`config.mk`:
```
export PLATFORM = sky130hd
export DESIGN_NAME = vpu_spram_arbiter
export DESIGN_NICKNAME = d
export VERILOG_FILES = /design/src/rtl/vpu_spram_arbiter.sv
export SDC_FILE = /design/constraint.sdc
export NUM_CORES = 1
export LEC_CHECK = 0
export CORE_MARGIN = 1
export CORE_UTILIZATION = 25
export DETAILED_ROUTE_END_ITERATION = 16
export GPL_TIMING_DRIVEN = 0
export PLACE_DENSITY = 0.68
export SYNTH_ARGS = -nofsm -noshare
export SYNTH_HDL_FRONTEND = slang
export SYNTH_SLANG_ARGS = --single-unit
export TNS_END_PERCENT = 100
```
`constraint.sdc`:
```
create_clock -name clk -period 3.7 [get_ports clk]
set_input_delay 0.74 -clock clk [delete_from_list [all_inputs] [get_ports clk]]
set_output_delay 0.74 -clock clk [all_outputs]
set_load 0.05 [all_outputs]
```
`src/rtl/vpu_spram_arbiter.sv`:
```
// vpu_spram_arbiter: shares the single-port sprite/BG-parameter RAM between the VPU loader (strict priority)
// and the CPU bus. Build macro VPU_SPRAM_VBLANK_LOCK_EN restricts CPU accesses to vblank (vsync=0).
module vpu_spram_arbiter #(
   parameter int unsigned ADDR_W       = 10,
   parameter int unsigned DATA_W       = 32,
   parameter int unsigned STARVE_LIMIT = 1024
) (
   input  logic              clk,
   input  logic              rst_n,
   input  logic              vpu_en,
   input  logic [ADDR_W-1:0] vpu_addr,
   output logic [DATA_W-1:0] vpu_dout,
   input  logic              cpu_req,
   input  logic              cpu_we,
   input  logic [ADDR_W-1:0] cpu_addr,
   input  logic [DATA_W-1:0] cpu_wdata,
   output logic              cpu_ack,
   output logic [DATA_W-1:0] cpu_rdata,
   output logic              ram_en,
   output logic              ram_we,
   output logic [ADDR_W-1:0] ram_addr,
   output logic [DATA_W-1:0] ram_din,
   input  logic [DATA_W-1:0] ram_dout,
   input  logic              vsync,
   output logic              starve_err
);

   localparam int unsigned     CNT_W   = $clog2(STARVE_LIMIT + 1);
   localparam logic [CNT_W-1:0] CNT_MAX = CNT_W'(STARVE_LIMIT);

   typedef enum logic [1:0] {
      IDLE    = 2'd0,
      RD_WAIT = 2'd1,
      ACK     = 2'd2
   } state_t;

   state_t             r_state;
   logic               r_cpu_ack;
   logic [DATA_W-1:0]  r_cpu_rdata;
   logic               r_starve;
   logic [CNT_W-1:0]   r_wait;

   logic w_lock_ok;
   logic w_cpu_pend;
   logic w_cpu_issue;
   logic w_wait_inc;
   logic w_wait_hit;

`ifdef VPU_SPRAM_VBLANK_LOCK_EN
   assign w_lock_ok = ~vsync;
`else
   logic w_unused_vsync;
   assign w_unused_vsync = vsync;
   assign w_lock_ok      = 1'b1;
`endif

   // CPU may only issue from IDLE; gated by rst_n so nothing reaches the RAM while held in reset
   assign w_cpu_pend  = rst_n & (r_state == IDLE) & cpu_req;
   assign w_cpu_issue = w_cpu_pend & ~vpu_en & w_lock_ok;
   assign w_wait_inc  = w_cpu_pend & ~w_cpu_issue;
   assign w_wait_hit  = w_wait_inc & (r_wait >= (CNT_MAX - CNT_W'(1)));

   // RAM port mux: VPU always wins, CPU takes the remaining IDLE cycles
   always_comb begin
      ram_en   = 1'b0;
      ram_we   = 1'b0;
      ram_addr = cpu_addr;
      ram_din  = cpu_wdata;
      if (vpu_en) begin
         ram_en   = 1'b1;
         ram_addr = vpu_addr;
      end else if (w_cpu_issue) begin
         ram_en = 1'b1;
         ram_we = cpu_we;
      end
   end

   // CPU transaction FSM with registered ack and read data
   always_ff @(posedge clk or negedge rst_n) begin
      if (!rst_n) begin
         r_state     <= IDLE;
         r_cpu_ack   <= 1'b0;
         r_cpu_rdata <= '0;
      end else begin
         r_cpu_ack <= 1'b0;
         case (r_state)
            IDLE: begin
               if (w_cpu_issue) begin
                  r_state   <= cpu_we ? ACK : RD_WAIT;
                  r_cpu_ack <= cpu_we;
               end
            end
            RD_WAIT: begin
               r_cpu_rdata <= ram_dout;
               r_cpu_ack   <= 1'b1;
               r_state     <= ACK;
            end
            ACK: begin
               r_state <= IDLE;
            end
            default: begin
               r_state <= IDLE;
            end
         endcase
      end
   end

   // Starvation monitor: saturating count of blocked IDLE cycles, sticky error flag
   always_ff @(posedge clk or negedge rst_n) begin
      if (!rst_n) begin
         r_wait   <= '0;
         r_starve <= 1'b0;
      end else begin
         if (w_cpu_issue) begin
            r_wait <= '0;
         end else if (w_wait_inc && (r_wait != CNT_MAX)) begin
            r_wait <= r_wait + CNT_W'(1);
         end
         if (w_wait_hit) begin
            r_starve <= 1'b1;
         end
      end
   end

   assign vpu_dout   = ram_dout;
   assign cpu_ack    = r_cpu_ack;
   assign cpu_rdata  = r_cpu_rdata;
   assign starve_err = r_starve;

endmodule

```
==> impl_metrics.ini, run 1 <==
[final_layout]
multi_input_area_um2 = 907.1
layout-drive-gt1-share_pct = 23.41
area_growth_pct = 74.61
register_area_um2 = 1176
final_util_pct = 44.70
fin_nets = 501
diodes = 0
nFillCells = 981

[power_and_ir_drop]
leakage_nw = 2.005
vdd.ir_drop.worst_uv = 173.9
power.total_mw = 2.210
p_per_area_nw_per_um2 = 481.1

[floorplanning]
dieArea_um2 = 10940
rows = 37
die_x_um = 104.6
io-pin-count = 200
initial_core_util_pct = 25.60
core_um2 = 10280
die_h_um = 104.6

[yosys]
yosys_warnings = 0
yosys.area_share.simple_pct = 8.749
synthAdderAreaFrac_pct = 0.9510
synth_mux_area_share_pct = 20.30
synth_flop_cell = dfrtp_1
synth_compound_area_share_pct = 4.470
synth_top_family_by_area = buffers and inverters
yosysSeqAreaShare_pct = 44.70
synth.distinct_cells = 34
synthArstFlopShare_pct = 100.0
ys_ff_latch = 47
avgSynthCellArea_um2 = 11.15
synth_nets = 328
syn_area_um2 = 2631
syn_inst = 236
synthXorXnorAreaFrac_pct = 0
synth_edf_count = 0

[cts]
clkTransAtPathRegs_ns = 0.09
numCtsBuffers = 5
cts_tree = built
cts_root_buffer = clkbuf_8
clk_path_buf_depth = 2
ctsResizeCount = 1
cts_hold_buf = 0
insertion_delay_ns = 0.29
cts_max_level = 2
clock-sinks = 47
cts_setup_buffers = 0

[setup_path]
start_kind = primary input
cp-endpoint = ram_we
r2r.worst_path.cells = 5
crit_fanout = 26
cp-startpoint = rst_n
r2r_slack_ns = 1.98
slowest_delay_ns = 0.82
critPathCaptureType = output pin
worst-endpoint-arrival_ns = 2.62
critical-path-top-delay-family = buffers and inverters
crit_slowest_cell = clkdlybuf4s50_1
path_cells = buf_4 > buf_12 > and4bb_2 > and3_1 > clkdlybuf4s50_1
critPathKind = in2out
crit_cells = 5
r2r_end = r_wait[10]
reg2reg_from = r_wait[0]
critPathBufInv = 3
crit_required_ns = 2.96

[timing]
max_freq_ghz = 0.2972
holdWs_ns = 0.3488
min_period_over_period_pct = 90.94
fin_ws_ns = 0.3352
worst_slew_pin_slew_ns = 0.5192
fin_crit_ns = 3.365
hold_violations = 0
final-setup-viol-count = 0
rsz0062_at_grt = false
slew_viol_final = 0
relSlewSlack_pct = 65.28
skew_ns = 0.006061

[placement]
pre_cts_slack_ns = -0.2246
place_hpwl_mm = 5.128
routabilityCongestion = 0.8523
port_buffers = 165

[drt]
routed_wl_mm = 6.282
drc = 0
drt-pass1-iter-count = 4
routedWlPerCell_um = 11.51
drt_iter0_drc = 24
vias = 2292
vias_per_cell = 4.198
ant_nets = 0

[global_routing]
grt_pass1_vias = 2322
grtUsageTotal_pct = 11.60
antenna_found_initial = 0
grt_pass1_wl_mm = 10.50
grt_start_max_net_pins = 27
grt_overflow_total = 0

[worst_hold_path]
hold_class = in2async

[job]
timing.max_cap.violations = 0

[status]
status = finished, final reports clean
cell usage after synthesis (all sizes together) (2+ instances only):
| cell | instances | area, um^2 |
|---|---|---|
| o31ai | 2 | 15.01 |
| or2 | 3 | 21.27 |
| nor4 | 3 | 18.77 |
| nand2 | 15 | 56.30 |
| dfrtp | 47 | 1176 |
| ha | 2 | 25.02 |
| nand3 | 4 | 20.02 |
| buf | 70 | 516.7 |
| mux2 | 43 | 484.2 |
| a22o | 2 | 17.52 |
| nand4 | 3 | 18.77 |
| mux2i | 5 | 50.05 |
| nor3 | 3 | 15.01 |
| clkbuf | 3 | 11.26 |
| a21oi | 2 | 10.01 |
| o21ai | 6 | 30.02 |
| nor2 | 6 | 22.52 |
| and3 | 2 | 12.51 |
| o211ai | 2 | 15.01 |
| o22ai | 2 | 12.51 |
| inv | 3 | 11.26 |
layout by cell type, fill, tap and decap left out:
cell type / n
a21oi_1: 2
a22o_1: 2
and3_1: 2
and4_1: 1
and4bb_2: 1
buf_12: 1
buf_2: 5
buf_4: 65
buf_6: 1
bufinv_16: 1
clkbuf_1: 3
clkbuf_8: 6
clkdlybuf4s50_1: 163
dfrtp_1: 47
dlygate4sd1_1: 1
dlymetal6s2s_1: 1
ha_1: 2
inv_1: 3
inv_6: 1
mux2_1: 29
mux2_2: 14
mux2i_1: 5
nand2_1: 15
nand2b_1: 1
nand3_1: 4
nand4_1: 3
nand4bb_1: 1
nor2_1: 6
nor2b_1: 1
nor3_1: 3
nor4_1: 3
o211ai_1: 2
o21ai_0: 1
o21ai_1: 5
o22ai_1: 2
o311ai_1: 1
o31ai_1: 2
o41ai_1: 1
or2_1: 2
or2_4: 1
metal layers:
| metal | track usage, % | vias to the layer above | wire, um | share of wire, % |
|---|---|---|---|---|
| met5 | 0 | - | 0 | 0 |
| met4 | 4.326 | 0 | 98 | 1.6 |
| met3 | 2.745 | 7 | 551 | 8.8 |
| met2 | 21.29 | 132 | 3132 | 50 |
| met1 | 12.92 | 1055 | 2500 | 40 |
| li1 | - | 1098 | - | - |
where the power goes:
group | total (mW) | internal (mW) | switching (mW) | leakage (nW)
logic | 1.11 | 0.425 | 0.682 | 1.39
registers | 0.709 | 0.632 | 0.0767 | 0.557
clock network | 0.394 | 0.222 | 0.172 | 0.0618
total | 2.21 | 1.28 | 0.930 | 2.01
cells by family (layout without fill, tap and decap cells):
kind of cell               count (synthesis)  in the layout
AOI/OAI and AO/OA                         18             18
adders and majority gates                  2              2
buffers and inverters                     77            251
DFF                                       47             47
muxes                                     48             48
and+or+nand+nor                           44             44
per-stage QoR:
step | cells | setup TNS (ns) | instance area, um^2
2_1_floorplan | 236 | 0 | 2631
3_3_place_gp | 537 | -7.683 | 4453
3_5_place_dp | 538 | -0.2246 | 4468
4_1_cts | 546 | 0 | 4592
5_1_grt | 546 | 0 | 4594
6_report | 546 | 0 | 4594
how the worst min path moves through the flow:
stage	endpoint	cells after the start	start	slack [ns]
after CTS	cpu_rdata[13]	1	rst_n	0.34
after global routing	cpu_rdata[15]	1	rst_n	0.35
after floorplan	cpu_ack	0	rst_n	0.44
after detailed placement	starve_err	1	starve_err	0.47
after global placement	starve_err	1	starve_err	0.46
final	cpu_rdata[15]	1	rst_n	0.35
cell type report:
cell class / count / share of cell area [%]
repair buffers: 166 / 36.38
flip-flops and latches: 47 / 25.60
multi-input cells: 112 / 19.74
plain buffers: 74 / 11.68
well taps: 136 / 3.704
clock buffers: 6 / 1.797
clock inverters: 2 / 0.8442
inverters: 3 / 0.2451
registers in the layout, summed over array words and instances (netlist names):
signal      count
cpu_ack         1
cpu_rdata      32
r_state         2
r_wait         11
starve_err      1
worst register-to-register path: cells and delay by family (launching register included):
kind / cells / cell delay [ns]
adder cells (fa/ha/maj): 1 / 0.25
AND/OR/NAND/NOR: 2 / 0.48
flip-flops: 1 / 0.45
AO/OA/AOI/OAI: 2 / 0.48
(Power assumes the default switching activity.)
==> run 2, diff against run 1 <==
--- a/config.mk
+++ b/config.mk
@@ -8,4 +8,5 @@
 export CORE_MARGIN = 1
 export CORE_UTILIZATION = 25
+export CTS_CLUSTER_SIZE = 16
 export DETAILED_ROUTE_END_ITERATION = 16
 export GPL_TIMING_DRIVEN = 0
==> constraint.sdc (replaced) <==
create_clock -name clk -period 3.7 [get_ports clk]
set_input_delay 0.37 -clock clk [delete_from_list [all_inputs] [get_ports clk]]
set_output_delay 0.37 -clock clk [all_outputs]
set_load 0.05 [all_outputs]
==> impl_metrics.ini, run 2 (synthesis results as in run 1) <==
[drt]
vias_per_cell = 4.201
routedWlPerCell_um = 11.50
ant_nets = 0
drt_iter0_drc = 24
drt-pass1-iter-count = 4
vias = 2294
routed_wl_mm = 6.279
drc = 0

[final_layout]
largest_reg_flops = 32
final_common_cell = clkdlybuf4s50_1
fin_nets = 501
multi_input_area_um2 = 907.1
nFillCells = 982
area_growth_pct = 74.42
diodes = 0
register_area_um2 = 1176
finalNonFillerCells = 546
final_cell_mix = 164 x clkdlybuf4s50_1, 64 x buf_4, 47 x dfrtp_1, 29 x mux2_1, 15 x nand2_1
layout-drive-gt1-share_pct = 23.41

[timing]
min_period_over_period_pct = 83.56
hold_violations = 0
holdWs_ns = 0.08075
fin_crit_ns = 3.092
skew_ns = 0.006061
slew_viol_final = 0
max_freq_ghz = 0.3235
tns_ns = 0
rsz0062_at_grt = false
worst_slew_pin_slew_ns = 0.6156
relSlewSlack_pct = 58.96
final-setup-viol-count = 0

[power_and_ir_drop]
power.total_mw = 2.210
p_per_area_nw_per_um2 = 481.6
leakage_nw = 1.997
vdd.ir_drop.worst_uv = 173.9

[cts]
clk_path_buf_depth = 2
clock-sinks = 47
cts_root_buffer = clkbuf_8
insertion_delay_ns = 0.29
clkTransAtPathRegs_ns = 0.09
cts_hold_buf = 0
cts_setup_buffers = 0
cts_max_level = 2
ctsResizeCount = 0
cts_tree = built
numCtsBuffers = 5

[floorplanning]
die_x_um = 104.6
dieArea_um2 = 10940
initial_core_util_pct = 25.60
die_h_um = 104.6
io-pin-count = 200
rows = 37
core_um2 = 10280

[setup_path]
worst-endpoint-arrival_ns = 2.72
r2r.worst_path.cells = 5
crit_slowest_cell = clkdlybuf4s50_1
reg2reg_from = r_wait[0]
critPathBufInv = 5
critical-path-top-delay-family = buffers and inverters
crit_required_ns = 3.33
r2r_slack_ns = 1.98
path_cells = buf_2 > buf_12 > nand4bb_1 > buf_6 > dlygate4sd1_1 > nand2_1 > clkdlybuf4s50_1
critPathKind = in2out
crit_fanout = 26
critPathCaptureType = output pin
slowest_delay_ns = 0.81
start_kind = primary input
r2r_end = r_wait[10]

[placement]
place_hpwl_mm = 5.128
dp.cells = 538
port_buffers = 165
routabilityCongestion = 0.8523

[global_routing]
grt_pass1_wl_mm = 10.50
grtUsageMet1_pct = 12.92
grtUsageMet3_pct = 2.745
grt_overflow_total = 0
grt_start_max_net_pins = 27
top_usage_layer = met2
grtUsageTotal_pct = 11.60
antenna_found_initial = 0
met2_usage_pct = 21.29
grt_pass1_vias = 2322

[worst_hold_path]
hold_class = in2async

[status]
status = finished, final reports clean

[job]
timing.max_cap.violations = 0
-- run 2: per-stage QoR --
| stage | setup WS (ns) | cell area (um^2) | util (%) |
|---|---|---|---|
| 2_1_floorplan | 1.962 | 2631 | - |
| 6_report | 0.6084 | 4589 | 44.66 |
| 3_5_place_dp | 0.5154 | 4468 | 43.47 |
| 5_1_grt | 0.4006 | 4589 | 44.66 |
| 4_1_cts | 0.5293 | 4589 | 44.66 |
| 3_3_place_gp | -0.9864 | 4453 | 43.33 |
-- run 2: area by class of cell --
type,instances,share of cell area [%]
multi-input combinational,112,19.77
timing repair buffer,166,36.31
tap,136,3.708
clock inverter,2,0.8451
inverter,3,0.2454
sequential,47,25.63
buffer,74,11.70
clock buffer,6,1.799
-- run 2: per-layer routing --
metal,wire length (um),share of wire (%)
met1,2498,40
met2,3132,50
met3,550,8.8
met4,98,1.6
met5,0,0
-- run 2: where the power goes --
group / internal, mW / switching [mW]
Sequential: 0.632 / 0.0767
Combinational: 0.425 / 0.682
Clock: 0.222 / 0.172
-- run 2: worst max-delay path by stage --
stage / slack (ns) / end / from / cells past startpoint
after CTS: 0.53 / ram_en / rst_n / 7
after global routing: 0.40 / ram_en / rst_n / 7
final: 0.61 / ram_en / rst_n / 7
after global placement: -0.99 / ram_en / rst_n / 6
after floorplan: 1.96 / ram_en / r_state[0] / 4
after detailed placement: 0.52 / ram_en / rst_n / 7
==> run 3, diff against run 2 <==
Settings changed: PLACE_DENSITY 0.68 to 0.7.
Clock period 3.7 ns to 2.6 ns, I/O delays scaled along.
==> impl_metrics.ini, run 3 (synthesis results as in run 1) <==
[floorplanning]
dieArea_um2 = 10940
die_h_um = 104.6
io-pin-count = 200
core_um2 = 10280
rows = 37
die_x_um = 104.6
initial_core_util_pct = 25.60

[global_routing]
top_usage_layer = met2
grtUsageMet3_pct = 3.493
grtUsageTotal_pct = 11.78
grtUsageMet1_pct = 13.95
antenna_found_initial = 0
grt_pass1_wl_mm = 10.54
grt_overflow_total = 0
grt_pass1_vias = 2236
grt_start_max_net_pins = 25
met2_usage_pct = 20.58

[cts]
insertion_delay_ns = 0.29
clk_path_buf_depth = 2
cts_root_buffer = clkbuf_8
clkTransAtPathRegs_ns = 0.09
clock-sinks = 47
cts_tree = built
numCtsBuffers = 5
cts_max_level = 2

[setup_path]
worst-endpoint-arrival_ns = 2.08
slowest_delay_ns = 0.82
crit_required_ns = 2.34
start_kind = register
crit_fanout = 5
critPathBufInv = 1
critPathCaptureType = output pin
critPathKind = reg2out
path_cells = and4bb_2 > and3_1 > clkdlybuf4s50_1
crit_slowest_cell = clkdlybuf4s50_1
critical-path-top-delay-family = buffers and inverters

[timing]
slew_viol_final = 0
worst_slew_pin_slew_ns = 1.018
min_period_over_period_pct = 89.98
relSlewSlack_pct = 31.91
max_freq_ghz = 0.4274
skew_ns = 0.004434
tns_ns = 0
final-setup-viol-count = 0
fin_crit_ns = 2.340
rsz0062_at_grt = false
hold_violations = 0

[power_and_ir_drop]
switching_share_pct = 43.44
clkPwrFrac_pct = 14.7
switchingPower_mw = 1.319
vdd.ir_drop.worst_uv = 304.3
p_seq_share_pct = 33.3
power_frac_comb_pct = 52.0
leakage_nw = 2.002
p_per_area_nw_per_um2 = 660.7
p_int_mw = 1.718

[drt]
drc = 0
routedWlPerCell_um = 11.87
vias_per_cell = 4.208
routed_wl_mm = 6.503
ant_nets = 0
drt-pass1-iter-count = 4
drt_iter0_drc = 32
vias = 2306

[final_layout]
final_area_um2 = 4597
layout-drive-gt1-share_pct = 23.30
multi_input_area_um2 = 907.1
register_area_um2 = 1176
final_common_cell = clkdlybuf4s50_1
area_growth_pct = 74.70
largest_reg_flops = 32
final_cell_mix = 163 x clkdlybuf4s50_1, 65 x buf_4, 47 x dfrtp_1, 29 x mux2_1, 15 x nand2_1
finalNonFillerCells = 548
fin_nets = 504
nFillCells = 981
diodes = 0
final_util_pct = 44.73

[worst_hold_path]
hold_class = in2reg

[status]
status = finished, final reports clean

[placement]
place_hpwl_mm = 5.193
routabilityCongestion = 0.8194
dp.cells = 538
place_area_um2 = 4468
port_buffers = 165

[job]
timing.max_cap.violations = 0
run 3: cell types whose count changed in the layout (fill, tap and decap cells not counted):
cell,previous run,this run
clkdlybuf4s50_1,164,163
bufinv_16,1,0
clkinv_2,0,1
dlygate4sd3_1,0,2
inv_6,1,0
buf_12,1,2
buf_4,64,65
buf_2,6,5
dlygate4sd2_1,0,1
run 3: path summary, 6_finish.rpt:
kind                            slack, ns        from  depth (start not counted)            end
worst max-delay path                 0.26  r_state[0]                          3         ram_we
worst min-delay path                 0.41      vpu_en                          3     starve_err
worst max register to register       0.86   r_wait[0]                          5     r_wait[10]
worst min register to register       0.48  starve_err                          1     starve_err
max in group asynchronous            1.26       rst_n                          2  cpu_rdata[16]
min in group asynchronous            0.61       rst_n                          4      r_wait[3]
run 3: routing by layer:
metal  part of all wire (%)  vias to the layer above
met5                      0                        -
met4                    1.1                        0
met3                    9.9                        5
met2                     49                      144
met1                     40                     1055
li1                       -                     1102
run 3: power groups by stage:
| stage | clock (mW) | combinational, mW | sequential [mW] |
|---|---|---|---|
| 3_5_place_dp | 0 | 1.59 | 1.03 |
| 6_report | 0.446 | 1.58 | 1.01 |
| 4_1_cts | 0.472 | 1.60 | 1.01 |
| 2_1_floorplan | 0 | 0.542 | 1.49 |
| 5_1_grt | 0.498 | 1.65 | 1.04 |
| 3_3_place_gp | 0 | 1.57 | 1.02 |
run 3: final cells by class:
cell class                 instances  share of cell area, %
sequential                        47                  25.59
timing repair buffer             169                  37.15
tap                              136                  3.702
inverter                           3                 0.2450
clock buffer                       6                  1.796
clock inverter                     1                 0.1089
multi-input combinational        112                  19.73
buffer                            74                  11.68
run 3: tightest hold or removal path, stage by stage:
cell	delay [ns]
clkbuf_1	0.20
o211ai_1	0.14
nand2b_1	0.06
run 3: repair_timing:
item	4_1_cts	5_1_grt
gates resized for setup	2	0
endpoints found under the hold margin	23	0
hold buffers	3	0
setup endpoints to repair	2	0
setup buffers	0	0
run 3: stage by stage:
stage	power [mW]	setup WS, ns	hold WS, ns
after floorplan	2.036	0.9716	-0.03559
after global placement	2.587	-1.881	0.4543
after detailed placement	2.615	-0.2898	0.2877
after CTS	3.081	0.2299	0.4233
after global routing	3.185	0.1400	0.4191
final	3.037	0.2604	0.4107
